[config.mk]
export PLATFORM = sky130hd
export DESIGN_NAME = uart_frame_check
export DESIGN_NICKNAME = d
export VERILOG_FILES = /design/src/rtl/uart_rx_pkg.sv /design/src/rtl/err_sat_counter.sv /design/src/rtl/uart_frame_check.sv
export SDC_FILE = /design/constraint.sdc
export NUM_CORES = 1
export LEC_CHECK = 0
export CORE_MARGIN = 3
export CORE_UTILIZATION = 30
export DETAILED_ROUTE_END_ITERATION = 16
export GPL_TIMING_DRIVEN = 0
export PLACE_DENSITY = 0.6
export SLEW_MARGIN = 20
export SYNTH_ARGS = -nofsm -noshare
export SYNTH_HDL_FRONTEND = slang
export SYNTH_HIERARCHICAL = 1
export SYNTH_SLANG_ARGS = --single-unit
[constraint.sdc]
create_clock -name CLK -period 6.2 [get_ports CLK]
set_input_delay 0.62 -clock CLK [delete_from_list [all_inputs] [get_ports CLK]]
set_output_delay 0.62 -clock CLK [all_outputs]
set_load 0.05 [all_outputs]
[src/rtl/uart_rx_pkg.sv]
// Shared UART receive definitions: frame FSM states,
// parity selection and line-level bit constants.
package uart_rx_pkg;

    typedef enum logic [1:0] {
        IDLE   = 2'd0,
        DATA   = 2'd1,
        PARITY = 2'd2,
        STOP   = 2'd3
    } rx_state_e;

    localparam logic PAR_EVEN = 1'b0;
    localparam logic PAR_ODD  = 1'b1;

    localparam logic ONE  = 1'b1;
    localparam logic ZERO = 1'b0;

endpackage

[src/rtl/err_sat_counter.sv]
// Saturating error counter; a clear in the same cycle
// as an increment leaves the counter at zero.
module err_sat_counter
    import uart_rx_pkg::*;
#(
    parameter int CNT_WIDTH = 8
) (
    input  logic                 CLK,
    input  logic                 RST,
    input  logic                 inc,
    input  logic                 clr,
    output logic [CNT_WIDTH-1:0] o_cnt
);

    always_ff @(posedge CLK or negedge RST) begin
        if (!RST) begin
            o_cnt <= '0;
        end else if (clr) begin
            o_cnt <= '0;
        end else if (inc && (o_cnt != '1)) begin
            o_cnt <= o_cnt + CNT_WIDTH'(1);
        end
    end

endmodule

[src/rtl/uart_frame_check.sv]
// UART receive frame checker: start, data with running
// parity, optional parity bit and one or two stop bits.
module uart_frame_check
    import uart_rx_pkg::*;
#(
    parameter int DATA_WIDTH = 8,
    parameter int CNT_WIDTH  = 8
) (
    input  logic                  CLK,
    input  logic                  RST,
    input  logic                  Bit_Valid,
    input  logic                  Sampled_Bit,
    input  logic                  Frame_Abort,
    input  logic                  Par_EN,
    input  logic                  Par_Type,
    input  logic                  Stop_2,
    input  logic                  Cnt_Clr,
    output logic [DATA_WIDTH-1:0] P_Data,
    output logic                  Data_Valid,
    output logic                  Start_Err,
    output logic                  Parity_Err,
    output logic                  Stop_Err,
    output logic                  Busy,
    output logic [CNT_WIDTH-1:0]  Err_Cnt
);

    localparam int BW = $clog2(DATA_WIDTH + 1);
    localparam logic [BW-1:0] LAST_BIT = BW'(DATA_WIDTH - 1);

    rx_state_e             r_state;
    rx_state_e             w_state_n;
    logic [BW-1:0]         r_bit_cnt;
    logic [DATA_WIDTH-1:0] r_shift;
    logic                  r_acc;
    logic                  r_par_en;
    logic                  r_par_type;
    logic                  r_stop_2;
    logic                  r_stop_idx;

    logic w_strobe;
    logic w_start;
    logic w_false;
    logic w_end;
    logic w_stop_err_n;
    logic w_good;
    logic w_inc;

    // An abort swallows a coincident strobe entirely.
    assign w_strobe = Bit_Valid & ~Frame_Abort;

    always_comb begin
        w_state_n    = r_state;
        w_start      = 1'b0;
        w_false      = 1'b0;
        w_end        = 1'b0;
        w_stop_err_n = Stop_Err;
        if (Frame_Abort) begin
            w_state_n = IDLE;
        end else if (Bit_Valid) begin
            unique case (r_state)
                IDLE: begin
                    if (Sampled_Bit == ZERO) begin
                        w_start   = 1'b1;
                        w_state_n = DATA;
                    end else begin
                        w_false = 1'b1;
                    end
                end
                DATA: begin
                    if (r_bit_cnt == LAST_BIT) begin
                        w_state_n = r_par_en ? PARITY : STOP;
                    end
                end
                PARITY: begin
                    w_state_n = STOP;
                end
                STOP: begin
                    w_stop_err_n = Stop_Err | (Sampled_Bit == ZERO);
                    if (!r_stop_2 || r_stop_idx) begin
                        w_end     = 1'b1;
                        w_state_n = IDLE;
                    end
                end
                default: begin
                    w_state_n = IDLE;
                end
            endcase
        end
    end

    assign w_good = w_end & ~w_stop_err_n & ~Parity_Err;
    assign w_inc  = w_false | (w_end & ~w_good);

    always_ff @(posedge CLK or negedge RST) begin
        if (!RST) begin
            r_state    <= IDLE;
            r_bit_cnt  <= '0;
            r_shift    <= '0;
            r_acc      <= 1'b0;
            r_par_en   <= 1'b0;
            r_par_type <= PAR_EVEN;
            r_stop_2   <= 1'b0;
            r_stop_idx <= 1'b0;
            P_Data     <= '0;
            Data_Valid <= 1'b0;
            Start_Err  <= 1'b0;
            Parity_Err <= 1'b0;
            Stop_Err   <= 1'b0;
            Busy       <= 1'b0;
        end else begin
            r_state    <= w_state_n;
            Busy       <= (w_state_n != IDLE);
            Data_Valid <= w_good;
            if (w_start) begin
                r_par_en   <= Par_EN;
                r_par_type <= Par_Type;
                r_stop_2   <= Stop_2;
                r_bit_cnt  <= '0;
                r_acc      <= 1'b0;
                r_stop_idx <= 1'b0;
                Start_Err  <= 1'b0;
                Parity_Err <= 1'b0;
                Stop_Err   <= 1'b0;
            end
            if (w_false) begin
                Start_Err  <= 1'b1;
                Parity_Err <= 1'b0;
                Stop_Err   <= 1'b0;
            end
            if (w_strobe && (r_state == DATA)) begin
                r_shift   <= {Sampled_Bit, r_shift[DATA_WIDTH-1:1]};
                r_acc     <= r_acc ^ Sampled_Bit;
                r_bit_cnt <= r_bit_cnt + BW'(1);
            end
            if (w_strobe && (r_state == PARITY)) begin
                Parity_Err <= Sampled_Bit ^ r_acc ^ r_par_type;
            end
            if (w_strobe && (r_state == STOP)) begin
                Stop_Err   <= w_stop_err_n;
                r_stop_idx <= 1'b1;
            end
            if (w_good) begin
                P_Data <= r_shift;
            end
        end
    end

    err_sat_counter #(
        .CNT_WIDTH(CNT_WIDTH)
    ) u_err_cnt (
        .CLK   (CLK),
        .RST   (RST),
        .inc   (w_inc),
        .clr   (Cnt_Clr),
        .o_cnt (Err_Cnt)
    );

endmodule

==> metrics <==
maximum clock path buffer count 2; crit end category register; fraction of registers with async set/reset 1.000; Via density between 5 and 6; routed len/inst roughly 14 µm; Worst-Skew Late Latency 0.29 ns; reg2reg setup slack 3.65 ns; Yosys warning count 6; share of layout cells above drive strength 1 0.1940; initial antenna violation count 0; WP data arrival 2.76 ns; Final Hold Vio Count 0; CTS tree yes; Iter 0 DRT Violations 41; routability cong. 0.7683; nets 211; WL final 3743 µm; Peak VDD IR 0.09977 mV; Die Y 86.59 µm; Synth cell types 47; wire length on met1 about 1800 µm; Critical Path End u_err_cnt/o_cnt[7]; Main synth FF type dfrtp_1; Post-synth EDFFs 0; Max Cap Viol 0; Sink Count 40; Worst Path Buf+Inv 3; setup repair bufs after CTS 0; Reg2Reg Launch Point r_state[0]; Resized Gates After CTS 0; Overall Global Routing Usage 0.1103; Vias about 1400; total congestion overflow 0; worst-path maximum fanout 10; synthesized area per cell 11.88 µm²; worst endpoint required time between 6 and 7 ns; DRC Markers 0; H-tree levels 2; met2 WL 1740 µm; root buffer cell clkbuf_8; number of nets still failing antenna checks after routing 0; full die area between 7000 and 8000 µm²; Highest Clock Rate 392.0 MHz; largest net degree at the start of global routing 23; R2R cell count 8; Worst path slowest cell clkbuf_1; RSZ-0062 raised after global routing no; worst slew pin tran 0.5255 ns; Setup crit start r_state[0]; Top delay family on crit path buffers and inverters; WP depth 8; setup TNS 0 ns; num rows 28; Final Skew 0.005182 ns; worst slack, placed ~3.7 ns; Tcrit/Tclk final 0.4114; Ports 30; vias in the first global route ~1400; CP most frequent cell clkbuf_1; Detailed Place HPWL 2628 µm; max-slew violations 0; RR Endpoint u_err_cnt/o_cnt[7]; I/O Buffers 28; Tmin final approximately 2.6 ns; clk slew on worst S/H paths about 0.080 ns; P&R area growth vs syn 25.11%; relative slew slack 0.6460; hold_ws approximately 0.27 ns; die width just under 90 µm; FF+latch count, synth 40; final instance area between 2000 and 2500 µm²; type of the worst setup path reg -> reg; # diodes 0; Power Dens Cells 237.2 nW/µm²; Placed Area approximately 2300 µm²; placed instance count ~270; Seq/Total Area, Yosys 0.5138; CP cell instances clkbuf_1 -> clkbuf_1 -> a41oi_1 -> nor2_1 -> buf_2 -> nand3_1 -> or3_1 -> a211oi_1; final setup margin approximately 3.6 ns; met3 WL 147 µm; max incr delay on CP 0.43 ns; crit start category register; Net Count, Synth 175; hold_buf cts 0; starting density of the core 0.3196; Mapped Area 1948 µm²; Setup violations, final 0; Top Metal Used met4; CTS Buf Count 5; global-route wire length before repair 6575 µm; Hold WC Path Type in -> async; post-synthesis cell count 164; DRT Pass-1 Iters 4; fill count 619; status completed; final non-filler cell total 276; total core area 6096 µm²; Leak 1.094 nW
[cell families (layout without fill, tap and decap cells)]
| kind of cell | Yosys count | in the layout | synth area share |
|---|---|---|---|
| simple gates | 49 | 49 | 0.1599 |
| fa+ha+maj | 2 | 2 | 0.01284 |
| mux | 23 | 23 | 0.1471 |
| flops | 40 | 40 | 0.5138 |
| xor+xnor | 2 | 2 | 0.008993 |
| buf+inv | 14 | 51 | 0.03596 |
| compound gates | 34 | 34 | 0.1214 |
[power breakdown]
| group | total [mW] | internal, mW | switching [mW] |
|---|---|---|---|
| clock | 0.181 | 0.0889 | 0.0925 |
| combinational | 0.0866 | 0.0450 | 0.0416 |
| sequential | 0.310 | 0.288 | 0.0219 |
| total | 0.578 | 0.422 | 0.156 |
[stage by stage]
stage	utilization	power, mW
after global placement	0.3810	0.3973
after detailed placement	0.3846	0.4028
after CTS	0.3998	0.5884
after floorplan	-	0.3703
after global routing	0.3998	0.6101
final	0.3998	0.5782
[worst register-to-register path, cell delays in order, from the launching register on]
cell,delay (ns)
dfrtp_1,0.38
clkbuf_1,0.40
clkbuf_1,0.43
a41oi_1,0.19
nor2_1,0.15
buf_2,0.21
nand3_1,0.15
or3_1,0.33
a211oi_1,0.23
[cell usage in the layout, fill, tap and decap left out, types with 2 or more instances in the layout]
master	instances
nand2b_1	10
a211oi_1	2
buf_2	3
mux2_4	8
mux2i_1	2
nand2_1	6
or3b_1	2
a22o_1	2
buf_6	2
nor2b_1	3
a31oi_1	2
clkdlybuf4s50_1	27
nand3_1	3
clkbuf_1	4
and3_1	2
clkbuf_8	6
a41oi_1	2
nor2_1	3
clkinv_2	2
o21ai_0	7
ha_1	2
inv_1	6
or2b_1	2
a21oi_1	7
mux2_2	13
dfrtp_1	40
nor3b_1	3
xnor2_1	2
nor3_1	6
[final cells by class]
class                      instances  area [µm²]  area share
multi-input combinational        110       877.1      0.3599
inverter                           6       22.52    0.009240
clock inverter                     2       10.01    0.004107
sequential                        40        1001      0.4107
tap                               75       93.84     0.03850
buffer                             8       47.55     0.01951
timing repair buffer              29       302.8      0.1242
clock buffer                       6       82.58     0.03388
[flip-flops by register name (all words and copies together) (netlist names), 2 cells and up]
signal	flops
P_Data	8
r_shift	8
u_err_cnt/o_cnt	8
r_bit_cnt	4
r_state	2
[worst min path at each step]
stage / endpoint / cells past startpoint
detailed placement: r_state[0] / 1
finish: r_stop_2 / 1
global route: r_stop_2 / 1
global placement: r_state[0] / 1
floorplan: Busy / 0
CTS: r_stop_2 / 1
[per-layer routing]
layer	global-route usage	vias to the layer above
li1	-	669
met1	0.1453	672
met2	0.1683	32
met3	0.02662	8
met4	0.05666	0
met5	0	-
[cell usage after synthesis (all sizes together), types with 2 or more instances]
cell    instances  area (µm²)
clkbuf          4       15.01
nand2           6       22.52
a21boi          2       15.02
nor3b           3       22.52
nor2            3       11.26
or3b            2       17.52
and3            2       12.51
mux2           21       266.5
xnor2           2       17.52
mux2i           2       20.02
a21oi           7       35.03
dfrtp          40        1001
a211oi          2       15.01
nor3            7       46.30
a22o            2       17.52
nand2b         10       62.56
nor2b           3       18.77
buf             4       32.53
o21ai           7       35.03
or2b            2       15.01
nand3           4       25.02
a31oi           2       12.51
inv             6       22.52
and4            2       18.77
a41oi           2       17.52
ha              2       25.02
Power figures use the tool's default switching activity.
==> patch 1, RTL diff (same flow settings) <==
The output `Busy` loses its register stage (`Busy` becomes a continuous assignment).
--- a/src/rtl/uart_frame_check.sv
+++ b/src/rtl/uart_frame_check.sv
@@ -106,10 +106,8 @@
             Start_Err  <= 1'b0;
             Parity_Err <= 1'b0;
             Stop_Err   <= 1'b0;
-            Busy       <= 1'b0;
         end else begin
             r_state    <= w_state_n;
-            Busy       <= (w_state_n != IDLE);
             Data_Valid <= w_good;
             if (w_start) begin
                 r_par_en   <= Par_EN;
@@ -145,6 +143,8 @@
         end
     end
 
+    assign Busy = (w_state_n != IDLE);
+
     err_sat_counter #(
         .CNT_WIDTH(CNT_WIDTH)
     ) u_err_cnt (
Behaviour: not the same (a bounded check fails within 4 cycles, from zero or initial values and one cycle with RST low).
==> patch 1 against the unedited design <==
Setup slack worse by 0.53 ns. Sequential share of layout area is 0.40 points lower. Total power is 1.3% higher. Area after synthesis is 2.6% lower. Sequential cell count is 1 lower. Worst hold slack worse by 0.083 ns. Utilization is 0.16 points lower. Register-to-register slack better by 0.20 ns. First-iteration DRC count is 17% higher. Design area is 1.5% lower. Fmax is 17% lower. Routed wire length is 2.5% higher. Largest power group unchanged.
==> patch 1: results (changes against the unedited design) <==
Num CTS Buffers - 5 (unchanged)
detailed placer's ending HPWL - 2660 microns (+1.1%)
Critical Path End - Busy
gp weighted congestion - 0.805 (+4.8%)
initial antenna violation count - 0 (unchanged)
ys async rst share - 1.00 (unchanged)
number of global-route vias before repair - 1357 (-4.4%)
worst reg-to-reg setup slack - 3.85 ns (+0.20 ns)
synthesized net count - 173 (-1.1%)
Reg2Reg Depth - 8 (unchanged)
Skew-Pair Late Insertion Delay - 0.29 ns (about the same)
count of cell types in the netlist - 47 (unchanged)
Post-Syn Instances - 162 (-1.2%)
CTS max path bufs - 2 (unchanged)
Worst Path Max Fanout - 10 (unchanged)
vias - 1335 (-3.3%)
Layout Cells excl Fill - 274 (-0.72%)
WP data arrival - 2.46 ns (-0.30 ns)
top cells by area, synth - dfrtp_1 51%, mux2_2 7.1%, mux2_4 6.3%
Synth Warn # - 6 (unchanged)
Fill cells - 617 (-0.32%)
Pre-antenna DRT Iters - 4 (unchanged)
clock tree root buffer cell - clkbuf_8
post-CTS resize count - 0 (unchanged)
largest net degree at the start of global routing - 31 (+35%)
most frequent cells after synthesis - 39 x dfrtp_1, 12 x mux2_2, 11 x nand2b_1
Antenna Cells - 0 (unchanged)
LEAKAGE - 1.08 nW (-1.7%)
layout cell share with drive strength beyond 1 - 0.191 (-0.00308)
leading registers by flop count - P_Data (8), r_shift (8), u_err_cnt/o_cnt (8)
outcome - completed
first-pass GRT wire length - 6620 microns (+0.75%)
Worst Setup SP - r_state[0]
fin nets - 209 (-0.95%)
Crit Reg-Reg Endpoint - u_err_cnt/o_cnt[5]
Hold Path Class - in2async
initial DRC count - 48 (+17%)
Hold Buf Count CTS - 0 (unchanged)
Max VDD drop - 85.3 uV (-15%)
Post-CTS Repair Setup Buffers - 0 (unchanged)
CTS clock-pin slew for the worst setup and hold paths - 0.08 ns (about the same)
Total GRT Usage - 0.114 (+0.00384)
Avg WL per Cell - 14.0 microns (+3.2%)
clk_skew - 0.00740 ns (+0.00222 ns)
Rel. slew slack - 0.607 (-0.0392)
H-Tree Depth - 2 (unchanged)
PortBufs - 28 (unchanged)
Seq/Total Area, Yosys - 0.514 (about the same)
[patch 1: final cells by class]
type	count	area, sq um	share of cell area
multi-input cells	109	862	0.359
well taps	75	93.8	0.0391
repair buffers	29	295	0.123
clock inverters	3	43.8	0.0182
clock buffers	5	68.8	0.0287
flip-flops and latches	39	976	0.407
plain buffers	8	37.5	0.0156
inverters	6	22.5	0.00938
[patch 1: cell families (layout without fill, tap and decap cells)]
family	after synthesis	in the layout	share of synthesized area
buffers and inverters	14	51	0.0316
AND/OR/NAND/NOR	48	48	0.159
adder cells (fa/ha/maj)	2	2	0.0132
XOR/XNOR	3	3	0.0138
flip-flops	39	39	0.514
AO/OA/AOI/OAI	35	35	0.129
multiplexers	21	21	0.140
[patch 1: critical path, cell delays in order (launching register included)]
cell             delay (ns)
dfrtp_1                0.32
clkbuf_1               0.34
clkbuf_1               0.40
a2bb2oi_1              0.11
a21oi_1                0.18
clkdlybuf4s50_1        0.83
[patch 1: worst min-delay path by stage]
stage,endpoint,start
2_1_floorplan,Data_Valid,RST
3_3_place_gp,r_state[0],r_par_en
3_5_place_dp,r_state[0],r_par_en
4_1_cts,P_Data[2],RST
5_1_grt,P_Data[2],RST
6_report,P_Data[2],RST
[patch 1: report_power, final]
part           internal, mW  switching (mW)
registers             0.277          0.0182
clock network         0.120          0.0945
logic                0.0383          0.0382
total                 0.435           0.151
[patch 1: routing by layer]
metal  wire length [microns]  track usage  up-vias
met4                      46       0.0345        0
li1                        -            -      664
met2                    1730        0.169       22
met5                       0            0        -
met1                    1930        0.159      644
met3                     130       0.0365        5
[patch 1: per-stage QoR]
step	worst slack, ns	area [sq um]	util	power (mW)	hold slack, ns
final	3.12	2400	0.398	0.586	0.189
after global placement	3.22	2270	0.377	0.375	0.435
after floorplan	3.83	1900	-	0.348	0.324
after CTS	3.09	2400	0.398	0.594	0.193
after global routing	2.97	2400	0.398	0.618	0.193
after detailed placement	3.21	2290	0.380	0.378	0.449
==> patch 2, RTL diff (same settings) <==
Made on the original files. The parameter `DATA_WIDTH` goes from 8 to 4.
--- a/src/rtl/uart_frame_check.sv
+++ b/src/rtl/uart_frame_check.sv
@@ -3,7 +3,7 @@
 module uart_frame_check
     import uart_rx_pkg::*;
 #(
-    parameter int DATA_WIDTH = 8,
+    parameter int DATA_WIDTH = 4,
     parameter int CNT_WIDTH  = 8
 ) (
     input  logic                  CLK,
Ports: changed (resized P_Data); port bits go from 30 to 26. The function was not compared with the original's and may differ.
==> patch 2 against the unedited design <==
Synthesized cell count shrank 6.7%. Sequential share of layout area shrank 1.8 points. Area after synthesis shrank 22%. Routed wire length shrank 17%. Combinational power grew 0.6%. Sequential cell count shrank 9. Non-clock buffer count shrank 4. Count of clock-buffer cells in the layout grew 2. Worst hold slack lost 0.064 ns. Total power shrank 12%. Design area shrank 19%. Setup slack lost 0.17 ns. Critical endpoint is now u_err_cnt/o_cnt[5].
==> patch 2: results (changes against the unedited design) <==
outcome - completed
Slowest cell on crit path - clkdlybuf4s50_1
PortBufs - 24 (-14%)
Fill cells - 503 (-19%)
clk_skew - 0.00412 ns (-0.00106 ns)
mux share of post-synthesis cell area - 0.0941 (-0.0530)
Seq group - 247 uW (-20%)
switching share of total power - 0.271 (+0.000880)
post-synthesis area per instance - 9.99 sq um (-16%)
Seq/Total Area, Yosys - 0.507 (-0.00644)
Max VDD drop - 114 uV (+15%)
met1 Resource Use GR - 0.149 (+0.00373)
actual slew at the worst max-slew pin - 0.500 ns (-0.0257 ns)
Avg WL per Cell - 12.2 microns (-9.8%)
Post-DP Area - 0.00188 sq mm (-20%)
first-pass GRT wire length - 5380 microns (-18%)
compound-cell area share of the yosys netlist - 0.107 (-0.0142)
Synth Area in XOR/XNOR - 0.0115 (+0.00246)
Total GRT Usage - 0.114 (+0.00385)
Worst Path Max Fanout - 9 (-1)
DR vias/cell - 4.64 (-7.2%)
met3 wire length - 139 microns (-5.4%)
WL final - 3100 microns (-17%)
internal power - 372 uW (-12%)
LEAKAGE - 0.866 nW (-21%)
final hold vios - 0 (unchanged)
detailed placer's ending HPWL - 2210 microns (-16%)
fin nets - 197 (-6.6%)
Comb group - 87.1 uW (+0.6%)
count of cell types in the netlist - 37 (-21%)
DRT met1 WL - 1560 microns (-13%)
synthesized net count - 165 (-5.7%)
most frequent cells after synthesis - 31 x dfrtp_1, 18 x nand2_1, 11 x o21ai_0
WP data arrival - 2.88 ns (+0.12 ns)
initial DRC count - 50 (+22%)
Placed Cells - 245 (-8.6%)
gp weighted congestion - 0.810 (+5.4%)
met3 global-route usage - 0.0452 (+0.0186)
met2 wire len - 1360 microns (-22%)
leading registers by flop count - u_err_cnt/o_cnt (8), P_Data (4), r_shift (4)
top cells by area, synth - dfrtp_1 51%, mux2_2 5.2%, nand2_1 4.4%
met2 global-route usage - 0.173 (+0.00442)
max incr delay on CP - 0.55 ns (+0.12 ns)
number of global-route vias before repair - 1119 (-21%)
Place WS - 3.19 ns (-0.470 ns)
Post-Synth Adder-Cell Area - 0.0245 (+0.0117)
layout cell share with drive strength beyond 1 - 0.134 (-0.0596)
==> patch 2: worst max-delay path, delay by kind of cell <==
| kind | cells | cell delay (ns) |
|---|---|---|
| buffers and inverters | 3 | 0.95 |
| AND/OR/NAND/NOR | 5 | 0.77 |
| AO/OA/AOI/OAI | 2 | 0.55 |
==> patch 2: worst paths after layout <==
path                            startpoint            endpoint  slack [ns]  cells after the start
worst max-delay path             Bit_Valid  u_err_cnt/o_cnt[5]        3.48                     10
worst min-delay path                   RST  u_err_cnt/o_cnt[4]        0.21                      1
worst max register to register  r_state[0]  u_err_cnt/o_cnt[5]        3.90                      8
worst min register to register    r_par_en            r_par_en        0.50                      2
max in group asynchronous              RST          r_stop_idx        5.60                      2
min in group CLK                  r_par_en            r_par_en        0.50                      2
==> patch 2: cell type report <==
cell class	instances	area [sq um]	area share
multi-input cells	106	683	0.346
clock buffers	8	100	0.0507
repair buffers	25	263	0.133
plain buffers	8	40.0	0.0203
inverters	8	30.0	0.0152
flip-flops and latches	31	776	0.393
well taps	67	83.8	0.0424
